[src/rtl/ext_pipe.sv]
// Immediate-field extender with a one-cycle result register and a skid entry,
// so in_ready depends only on registered state.
module ext_pipe #(
  parameter int IN_W  = 17,
  parameter int OUT_W = 32
) (
  input  logic             clock,
  input  logic             reset_n,
  input  logic             in_valid,
  output logic             in_ready,
  input  logic [IN_W-1:0]  in_data,
  input  logic [1:0]       in_mode,
  output logic             out_valid,
  input  logic             out_ready,
  output logic [OUT_W-1:0] out_data,
  output logic [1:0]       out_mode
);

  localparam int PAD_W = OUT_W - IN_W;

  // 00 sign-extend, 01 zero-extend, 10 upper-place, 11 sign-extend then <<2
  function automatic logic [OUT_W-1:0] ext_field(input logic [IN_W-1:0] d,
                                                 input logic [1:0]      m);
    logic signed [OUT_W-1:0] sx;
    logic [OUT_W-1:0]        res;
    sx = {{PAD_W{d[IN_W-1]}}, d};
    case (m)
      2'b00:   res = sx;
      2'b01:   res = {{PAD_W{1'b0}}, d};
      2'b10:   res = {d, {PAD_W{1'b0}}};
      default: res = sx <<< 2;
    endcase
    return res;
  endfunction

  logic             main_vld_q,  main_vld_d;
  logic [OUT_W-1:0] main_data_q, main_data_d;
  logic [1:0]       main_mode_q, main_mode_d;
  logic             skid_vld_q,  skid_vld_d;
  logic [OUT_W-1:0] skid_data_q, skid_data_d;
  logic [1:0]       skid_mode_q, skid_mode_d;

  logic             push;
  logic             pop;
  logic [OUT_W-1:0] ext_in;

  assign in_ready  = ~skid_vld_q;
  assign out_valid = main_vld_q;
  assign out_data  = main_data_q;
  assign out_mode  = main_mode_q;

  assign push   = in_valid & in_ready;
  assign pop    = main_vld_q & out_ready;
  assign ext_in = ext_field(in_data, in_mode);

  always_comb begin
    main_vld_d  = main_vld_q;
    main_data_d = main_data_q;
    main_mode_d = main_mode_q;
    skid_vld_d  = skid_vld_q;
    skid_data_d = skid_data_q;
    skid_mode_d = skid_mode_q;
    if (skid_vld_q && pop) begin
      // in_ready is low here, so the skid entry is the only candidate for main
      main_data_d = skid_data_q;
      main_mode_d = skid_mode_q;
      skid_vld_d  = 1'b0;
    end else if (push && (!main_vld_q || pop)) begin
      main_vld_d  = 1'b1;
      main_data_d = ext_in;
      main_mode_d = in_mode;
    end else if (push) begin
      skid_vld_d  = 1'b1;
      skid_data_d = ext_in;
      skid_mode_d = in_mode;
    end else if (pop) begin
      main_vld_d  = 1'b0;
    end
  end

  // Output / skid register stage
  always_ff @(posedge clock or negedge reset_n) begin
    if (!reset_n) begin
      main_vld_q  <= 1'b0;
      main_data_q <= '0;
      main_mode_q <= '0;
      skid_vld_q  <= 1'b0;
      skid_data_q <= '0;
      skid_mode_q <= '0;
    end else begin
      main_vld_q  <= main_vld_d;
      main_data_q <= main_data_d;
      main_mode_q <= main_mode_d;
      skid_vld_q  <= skid_vld_d;
      skid_data_q <= skid_data_d;
      skid_mode_q <= skid_mode_d;
    end
  end

endmodule

[config.mk]
export PLATFORM = sky130hd
export DESIGN_NAME = ext_pipe
export DESIGN_NICKNAME = d
export VERILOG_FILES = /design/src/rtl/ext_pipe.sv
export SDC_FILE = /design/constraint.sdc
export NUM_CORES = 1
export LEC_CHECK = 0
export BUFFER_PORTS_ARGS = -buffer_cell sky130_fd_sc_hd__buf_2
export CORE_ASPECT_RATIO = 1.1
export CORE_MARGIN = 4
export CORE_UTILIZATION = 60
export CTS_CLUSTER_DIAMETER = 120
export CTS_CLUSTER_SIZE = 10
export DETAILED_ROUTE_END_ITERATION = 12
export PLACE_DENSITY = 0.95
export SLEW_MARGIN = 40
export SYNTH_ARGS = -nofsm -noshare
export SYNTH_HDL_FRONTEND = slang
export SYNTH_SLANG_ARGS = --single-unit
[constraint.sdc]
create_clock -name clock -period 4 [get_ports clock]
set_input_delay 0.4 -clock clock [delete_from_list [all_inputs] [get_ports clock]]
set_output_delay 0.4 -clock clock [all_outputs]
set_load 0.01 [all_outputs]
---- After elaboration in Yosys (flattened, before gate mapping) ----
Index checks and enable logic that the tools add are counted.
storage, ports and cells
  output and inout port bits .............. 36
  input port bits ......................... 23
  register bits after elaboration ......... 70
operators by class
  reductions and logical operators ........ 11
  mux-type cells .......................... 11
  bitwise gates (word level) .............. 5
  eq/ne operators ......................... 4
operators with widths
  operator                                               count
  case mux 32 bit (3 select lines)                       1
  two-way mux 32 bit                                     2
  two-way mux 1 bit                                      6
  AND reduction 3 bit                                    2
  nonzero test 2 bit                                     3
  two-way mux 2 bit                                      2
  NOT 1 bit                                              3
  AND 1 bit                                              2
  equality test 2 x 1 -> 1 bit, second input constant    1
  equality test 2 bit, second input constant             1
  logical AND 1 bit                                      2
  logical NOT 2 bit                                      1
  inequality test 2 x 1 -> 1 bit, second input constant  1
  inequality test 2 bit, second input constant           1
  AND reduction 2 bit                                    1
  logical NOT 1 bit                                      1
  logical OR 1 bit                                       1

---- Longest topological paths before layout ----
Gate-level depths: netlist (run 1).
  depth in word-level cells ............... 5
  depth in mapped cells ................... 6

---- Worst setup path after synthesis (run 1) ----
OpenSTA, ideal clock, no wires.
  path kind ............................... input to register
  start point ............................. in in_mode[0]
  end point ............................... reg main_data_q[24] (netlist: out_data[24])
  buffers on the path ..................... 2
  arrival time ............................ 1435 ps
  required time ........................... 3872 ps
  setup slack ............................. 2437 ps
  cell stages on the path ................. 5
  library setup time ...................... 128 ps
  cells stage by stage .................... buf_4 buf_2 mux2_2 a211oi_1 o31ai_1
between the ends
  cells in the longest elaborated chain, start to end .. 4
  elaborated cells between the ends (all ways) .. 6
ends and longest elaborated chain
  what                                         line  source
  start: declaration                           12    input logic [1:0] in_mode,
  equality test 2 bit (tied with other cells)  27    case (m)
  case mux 32 bit (3 select lines) (*)         27
  two-way mux 32 bit (*)                       68    end else if (push && (!main_vld_q || pop)) begin
  two-way mux 32 bit (*)                       63    if (skid_vld_q && pop) begin
  end signal: assignment                       92    main_data_q <= main_data_d;
  end: declaration                             37    logic [OUT_W-1:0] main_data_q, main_data_d;
Every way passes the cells marked *; elsewhere a longest branch is shown, timed or not. The select of a mux whose other input is x is not followed.
A chain may end at the register's enable or synchronous reset.

---- Final worst setup path (run 1) ----
  start point ............................. reg main_vld_q (netlist: out_valid)
  end point ............................... reg main_data_q[0] (netlist: out_data[0])
between the ends
  cells in the longest elaborated chain, start to end .. 4
  elaborated cells between the ends (all ways) .. 7
ends and longest elaborated chain
  what                                                   line    source
  start: declaration                                     36      logic main_vld_q, main_vld_d;
  start signal: assignment                               91      main_vld_q <= main_vld_d;
  AND 1 bit / logical NOT 1 bit (equally long branches)  53, 68
  logical OR 1 bit                                       68
  logical AND 1 bit                                      68
  nonzero test 2 bit (no line)                           --
Parallel ways exist; a longest one is shown, timed or not.

==> results by stage, run 1 <==
Die:
- The height of the chip is 88.2 µm.
- The number of ports placed on the die boundary is 59.
- The floorplan has 28 rows.
- The horizontal die dimension is 80.9 µm.
- For this configuration, the core starts out at a cell density of 63.3%.
- The floorplan step defined a core boundary enclosing 5540 µm².
- The die covers 7130 µm².

Clocking:
- The hold-fix buffer count after cts is 0.
- The clock sink count is 70.
- Counting the buffers created by CTS gives 9.
- The clock root buffer is sky130_fd_sc_hd__clkbuf_8.
- The TritonCTS clock tree is yes.
- The level count of the clock H-tree is 3.
- The worst-case clock buffer depth is 2.
- The clock latency reported for the late side of the worst-skew pair is 0.35 ns.
- After clock tree synthesis, the clock-pin slew on the worst setup and hold paths is 0.06 ns.
- Post-CTS repair changed the size of 0 cells.
- In this run the post-CTS setup repair buffer count came out at 0.

Place:
- Counting tap cells, the placed design contains a total of 478 instances.
- The placed instance area is 3780 µm².
- The congestion estimate from routability-driven global placement came to 0.850.
- In this run the tool buffered the top-level ports with 58 buffer cells.
- Detailed placement ended at an HPWL of 5630 µm.

Timing:
- For the final routed database, the setup TNS stands at 0 ns.
- Dividing the final minimum period by the clock period gives 49.1%.
- Setup repair after global routing left no endpoint under its margin.
- Setup violations remaining at the end of the flow were counted as 0.
- The upper clock frequency limit is 0.510 GHz.
- Headroom to the max-slew limit came out at 47.0%.
- The final max-slew violation count is 0.
- The count of endpoints failing hold in the final timing report is 0.
- The worst hold margin is 0.0705 ns.
- Clock skew on the completed layout was measured at 0.00989 ns.
- The worst-margin pin slew is 0.796 ns.
- After layout, the minimum clock period comes to 1.96 ns.

Synthesis:
- The number of warnings printed during yosys synthesis is 0.
- Sequential elements use 50.0% of the synthesized area.
- The cell count after synthesis came out at 374.
- In this run, synthesis inferred 0 flip-flops with an integrated enable.
- Averaged over all synthesized cells, the footprint is 9.37 µm².
- In the synthesized netlist the async set-or-reset flop fraction comes to 100%.
- The cell area after synthesis is 3510 µm².
- Synthesis inferred 70 register bits.
- The top flip-flop cell by instance count after synthesis is sky130_fd_sc_hd__dfrtp_1.
- The total nets after synthesis is 397.
- The number of distinct library cell variants in the gate-level netlist after synthesis is 32.

Global routing:
- The via count of the first global-routing pass came to 2874.
- The first-pass GRT wire length is 14000 µm.
- After global routing the overflow that remains totals 0.
- Global routing used 26.0% of the available tracks.
- Entering global routing, the biggest net connects 52 pins.
- The number of antenna violations at the first check in global routing was 0.

Drt:
- In this run the top signal layer used is met4.
- The wire length per cell after detailed routing is 17.8 µm.
- The detail route stage leaves a number of antenna-violating nets equal to 0.
- The overall routed net length is 8790 µm.
- The number of vias after detailed routing is 3110.
- The average vias per placed instance is 6.31.
- Wire segments on met3 add up to 698 µm in the final route.
- Wire segments on met2 add up to 4220 µm in the final route.
- In the routed design, unresolved DRC markers number 0.
- The detailed-routing iteration count for the pre-antenna-repair pass is 5.
- After the first detailed-routing iteration, the DRC count stood at 406.
- The length of routed wiring on met1 is 3560 µm.

Setup path:
- For this design, the slowest cell found on the critical path is sky130_fd_sc_hd__or2_2.
- The critical-path maximum fanout is 37.
- The launch instance of the worst register-to-register path is out_valid.
- Counting cells, the worst reg-to-reg path comes to 4.
- Data on the critical path is required at its endpoint by 4.22 ns.
- Data arrives at the worst endpoint at 2.18 ns.
- Walking the worst path, the cells encountered are nor2b_2 -> buf_4 -> or2_2 -> a221o_1.
- The endpoint identified for the worst register-to-register timing path is out_data[0].
- The worst setup path is captured at a flip-flop.
- The critical path in this run is classified as flip-flop to flip-flop.
- For flop-to-flop paths, the worst setup slack is 2.04 ns.
- The sort of element at the start of the critical path is a flip-flop.
- On the worst path, the slowest cell contributes a delay of 0.55 ns.

Pwr:
- The areal power density over the cells is 689 nW/µm².
- The overall power is 2740 µW.
- The largest vdd supply drop is 0.393 mV.
- The static power due to leakage is 0.00181 µW.

Final layout:
- For this run, the number of standard cells in the final layout without fillers is 493.
- The number of antenna diodes in the final layout is 0.
- At the end of the flow, the number of nets in the layout was 437.
- Of the cells placed in the final design, the portion with a size suffix greater than 1 is 23.9%.
- Compared with the post-synthesis result, the final layout area differs by 13.2%.
- With fillers left out, the area of the finished cells amounts to 3970 µm².

Outcome:
- The flow ran to the end, and the final reports show no timing, DRC or antenna violations.

Worst hold path:
- The tightest min-delay check is of the input pin to asynchronous set/reset pin type.

Job:
- The number of maximum-capacitance violations is 0.
metrics by stage:
step | setup slack (ns) | utilization (%)
finish | 2.04 | 71.7
global placement | 1.91 | 68.3
CTS | 1.86 | 71.4
floorplan | 2.44 | -
global route | 1.97 | 71.7
detailed placement | 1.82 | 68.4
Yosys cell counts, types with 2 or more instances:
cell                        count  area (µm²)
sky130_fd_sc_hd__a21oi_1       27         135
sky130_fd_sc_hd__buf_2         11        55.1
sky130_fd_sc_hd__a211oi_1      25         188
sky130_fd_sc_hd__dfrtp_1       70        1750
sky130_fd_sc_hd__o31ai_1       21         158
sky130_fd_sc_hd__buf_6          3        33.8
sky130_fd_sc_hd__buf_1          4        15.0
sky130_fd_sc_hd__nor3_1         3        15.0
sky130_fd_sc_hd__nor2_1        24        90.1
sky130_fd_sc_hd__nand2_1       42         158
sky130_fd_sc_hd__a221o_1        4        40.0
sky130_fd_sc_hd__a2bb2oi_1      2        17.5
sky130_fd_sc_hd__mux2i_1        3        30.0
sky130_fd_sc_hd__inv_1          3        11.3
sky130_fd_sc_hd__a211o_1        2        17.5
sky130_fd_sc_hd__a21o_1         2        15.0
sky130_fd_sc_hd__clkbuf_1      18        67.6
sky130_fd_sc_hd__nor2b_1       14        87.6
sky130_fd_sc_hd__o21ai_0       62         310
sky130_fd_sc_hd__mux2_2        14         158
sky130_fd_sc_hd__o211ai_1       7        52.6
sky130_fd_sc_hd__nand2b_1       3        18.8
kinds of logic after synthesis:
group	Yosys count	synth area share [%]
AND/OR/NAND/NOR	95	12.6
flip-flops	70	50.0
AO/OA/AOI/OAI	152	26.6
multiplexers	17	5.35
buffers and inverters	40	5.42
state kept, by name, indices dropped and copies added, names as in the netlist:
register and cells:
skid_vld_q 1, out_mode 2, skid_mode_q 2, out_valid 1
skid_data_q 32, out_data 32
where the power goes:
part / internal [µW] / leakage, µW / switching [µW]
Combinational: 403 / 0.000835 / 612
Clock: 256 / 0.0000865 / 252
Sequential: 1030 / 0.000889 / 185
worst max-delay path: cells and delay by family (launching register included):
family | cells | cell delay [ns]
AND/OR/NAND/NOR | 2 | 0.74
flip-flops | 1 | 0.47
AO/OA/AOI/OAI | 1 | 0.36
buffers and inverters | 1 | 0.25
worst max-delay path by stage:
stage / startpoint / to / slack (ns) / cells past startpoint
after floorplan: in_mode[0] / out_data[24] / 2.44 / 5
after detailed placement: in_mode[1] / skid_data_q[3] / 1.82 / 5
after global placement: in_mode[1] / skid_data_q[3] / 1.91 / 5
after global routing: out_valid / out_data[0] / 1.97 / 4
after CTS: skid_vld_q / out_data[5] / 1.86 / 4
final: out_valid / out_data[0] / 2.04 / 4
layer usage:
metal / vias up / global-route usage, %
met5: - / 0
met1: 1467 / 34.2
met3: 32 / 5.04
li1: 1434 / -
met2: 177 / 40.7
met4: 0 / 14.0
final cells by class:
| type | instances | area [µm²] |
|---|---|---|
| timing repair buffer | 66 | 353 |
| clock buffer | 14 | 163 |
| multi-input combinational | 264 | 1590 |
| tap | 75 | 93.8 |
| clock inverter | 1 | 5.00 |
| sequential | 70 | 1750 |
| inverter | 3 | 11.3 |
| fill | 421 | 1570 |
placed cells by master (no fill, tap or decap), drive strengths merged, types with 2 or more instances in the layout:
cell and instances:
dfrtp 70, buf 66, o21ai 62, nand2 42, a21oi 27, a211oi 25, nor2 24, o31ai 21
mux2 14, nor2b 14, clkbuf 14, o211ai 7, a221o 4, inv 3, nand2b 3, nor3 3
mux2i 3, or2 2, a21o 2, a211o 2, a2bb2oi 2, nor3b 2
(Power assumes the default switching activity.)
==> run 2: changes to the inputs <==
--- a/config.mk
+++ b/config.mk
@@ -8,11 +8,11 @@
 export BUFFER_PORTS_ARGS = -buffer_cell sky130_fd_sc_hd__buf_2
 export CORE_ASPECT_RATIO = 1.1
 export CORE_MARGIN = 4
-export CORE_UTILIZATION = 60
+export CORE_UTILIZATION = 51
 export CTS_CLUSTER_DIAMETER = 120
 export CTS_CLUSTER_SIZE = 10
 export DETAILED_ROUTE_END_ITERATION = 12
-export PLACE_DENSITY = 0.95
+export PLACE_DENSITY = 0.87
 export SLEW_MARGIN = 40
 export SYNTH_ARGS = -nofsm -noshare
 export SYNTH_HDL_FRONTEND = slang
==> constraint.sdc (replaced) <==
create_clock -name clock -period 1.69 [get_ports clock]
set_input_delay 0.169 -clock clock [delete_from_list [all_inputs] [get_ports clock]]
set_output_delay 0.169 -clock clock [all_outputs]
set_load 0.01 [all_outputs]
==> run 2 against run 1 <==
Combinational power up 150%. Global-route usage down 2.7 points. Clock skew down 0.0037 ns. Fmax up 26%. Cell area up 2.8%. Sequential power up 140%. Clock power up 140%. Setup slack worse by 1.9 ns. Critical path depth unchanged. Die area up 16%. Critical path type unchanged. Largest power group unchanged. Highest routed layer unchanged.
==> results by stage, run 2 (same netlist as run 1, synthesis figures left out) <==
Place:
- At the end of routability-driven placement, the weighted congestion stood at 0.834.
- Once placement finished, the instance area stood at 3900 µm².
- Including well taps, the total number of placed cells is 495.
- The number of input and output port buffers inserted is 58.
- The total half-perimeter wirelength after legalization and detailed placement is 6250 µm.

Die:
- For this configuration, the core starts out at a cell density of 52.9%.
- The die is 87.1 µm wide.
- The floorplan has 31 rows.
- The die covers 8270 µm².
- The number of ports placed on the die boundary is 59.
- The region available for standard cell placement spans 6630 µm².
- From bottom edge to top edge, the die measures 95.0 µm.

Setup path:
- The type of the worst setup path is flip-flop to flip-flop.
- STA classifies the critical path endpoint as a flip-flop.
- The worst setup path is launched from a flip-flop.
- In this run the worst path has a maximum fanout of 9.
- The endpoint identified for the worst register-to-register timing path is out_data[7].
- At the worst endpoint, the arrival time is 1.80 ns.
- The number of cell instances on the worst register-to-register path is 4.
- The endpoint required time on the critical path is 1.94 ns.
- The worst reg-to-reg setup slack is 0.13 ns.
- In this run the critical register-to-register path is launched from out_valid.

Drt:
- The overall routed net length is 9210 µm.
- After detailed routing, the number of remaining DRC violations is 0.
- In the final routed layout, each cell accounts on average for 18.0 µm.
- Across all layers, the routed design uses 3130 vias.
- The average vias per placed instance is 6.13.
- Once detail routing completed, the nets flagged for antenna violations numbered 0.
- The detailed router's first-iteration violation count is 299.
- Before antenna repair, the detailed router went through 5 iterations.

Final layout:
- The proportion of layout cells with a drive suffix above 1 is 25.2%.
- After the flow finishes, the layout carries non-filler instances totaling 511.
- The finished cells cover 4080 µm².
- At the end of the flow, the number of nets in the layout was 448.
- The growth of design area from synthesis to finish is 16.4%.
- Leaving out fill and tap cells, the most frequent cell in the layout is sky130_fd_sc_hd__dfrtp_1.
- The repair_antennas step left the layout with diodes totalling 0.
- In the layout the commonest cells are sky130_fd_sc_hd__dfrtp_1, sky130_fd_sc_hd__o21ai_0, sky130_fd_sc_hd__buf_2.

Timing:
- Setup repair after global routing left no endpoint under its margin.
- Setup violations remaining at the end of the flow were counted as 0.
- After routing, the total negative slack on setup checks comes to 0 ns.
- For the pin with the worst max-slew slack, the measured transition is 0.438 ns.
- The final max-slew violation count is 0.
- The final period utilization is 92.1%.
- The clock period minus worst slack is 1.56 ns.
- Derived from the worst setup path, the maximum achievable clock frequency is 0.642 GHz.
- Headroom to the max-slew limit came out at 70.8%.
- The count of endpoints failing hold in the final timing report was 0.
- The setup clock skew after layout is 0.00623 ns.

Clocking:
- Counting every sink on the clock net gives 70.
- The clock buffer count from CTS is 9.
- The tree is rooted in a sky130_fd_sc_hd__clkbuf_8.
- The clock reaches the later pin of the worst-skew pair after 0.35 ns.
- The worst-case clock buffer depth is 2.
- Post-CTS timing repair inserted 0 buffers for setup.
- The level count of the clock H-tree is 3.
- TritonCTS built the clock tree.
- The clock edge transition at the registers on the reported setup and hold paths is 0.07 ns.

Worst hold path:
- The destination of the worst hold path is skid_data_q[10].
- Counting instances, the worst hold path has a depth of 3.
- The tightest min-delay check is of the input pin to flip-flop type.
- The worst hold path begins at in_data[8].

Pwr:
- The areal power density over the cells is 1620 nW/µm².
- The static power due to leakage is 0.00187 µW.
- The worst-case IR drop observed on VDD is 0.872 mV.

Global routing:
- Entering global routing, the biggest net connects 56 pins.
- The via count of the first global-routing pass is 3006.
- The number of antenna violations at the first check in global routing is 0.
- The overflow left after global routing is 0.
- The first global-routing pass estimated 14800 µm of wire.
- Global routing consumed, over all layers together, 23.3% of the routing resources.

Job:
- Across the run, the number of max-cap violations was 0.

Outcome:
- The flow ran to the end, and the final reports show no timing, DRC or antenna violations.
-- run 2: worst max path at each step --
stage	from	to	slack, ns	depth (start not counted)
floorplan	out_valid	out_data[10]	0.17	6
global placement	out_valid	out_data[10]	0.23	4
detailed placement	out_valid	out_data[12]	0.13	4
CTS	out_valid	out_data[12]	0.12	4
global route	out_valid	out_data[21]	0.03	4
finish	out_valid	out_data[7]	0.13	4
-- run 2: final cells by class --
class / count / area, µm²
Clock buffer: 14 / 163
Clock inverter: 1 / 5.00
Fill cell: 565 / 2550
Inverter: 3 / 11.3
Multi-Input combinational cell: 264 / 1580
Sequential cell: 70 / 1750
Tap cell: 82 / 103
Timing Repair Buffer: 77 / 473
-- run 2: metrics by stage --
| stage | total power (µW) | setup slack (ns) | util [%] | hold slack [ns] |
|---|---|---|---|---|
| floorplan | 4420 | 0.166 | - | -0.127 |
| global placement | 5250 | 0.229 | 58.9 | 0.111 |
| detailed placement | 5410 | 0.135 | 58.9 | 0.113 |
| CTS | 6630 | 0.124 | 61.5 | 0.157 |
| global route | 7050 | 0.0258 | 61.5 | 0.212 |
| finish | 6590 | 0.133 | 61.5 | 0.161 |
-- run 2: power breakdown --
part / leakage, µW / total, µW / internal [µW] / switching [µW]
combinational: 0.000894 / 2510 / 1030 / 1480
clock: 0.0000865 / 1210 / 605 / 602
sequential: 0.000889 / 2880 / 2430 / 444
-- run 2: timing repair --
item | CTS | global route
hold buffers | 1 | 0
hold endpoints to repair | 15 | 0
gates resized for setup | 0 | 0
-- run 2: worst max-delay path: stages, from the launching register on --
cell and delay [ns]:
sky130_fd_sc_hd__dfrtp_1 0.45, sky130_fd_sc_hd__nor2b_2 0.20, sky130_fd_sc_hd__or2_1 0.32, sky130_fd_sc_hd__buf_4 0.21, sky130_fd_sc_hd__o31ai_1 0.28
-- run 2: layer usage --
layer	wire, µm	global-route usage [%]
met4	274	14.0
met2	4540	37.3
met5	0	0
met3	647	3.75
met1	3750	29.3
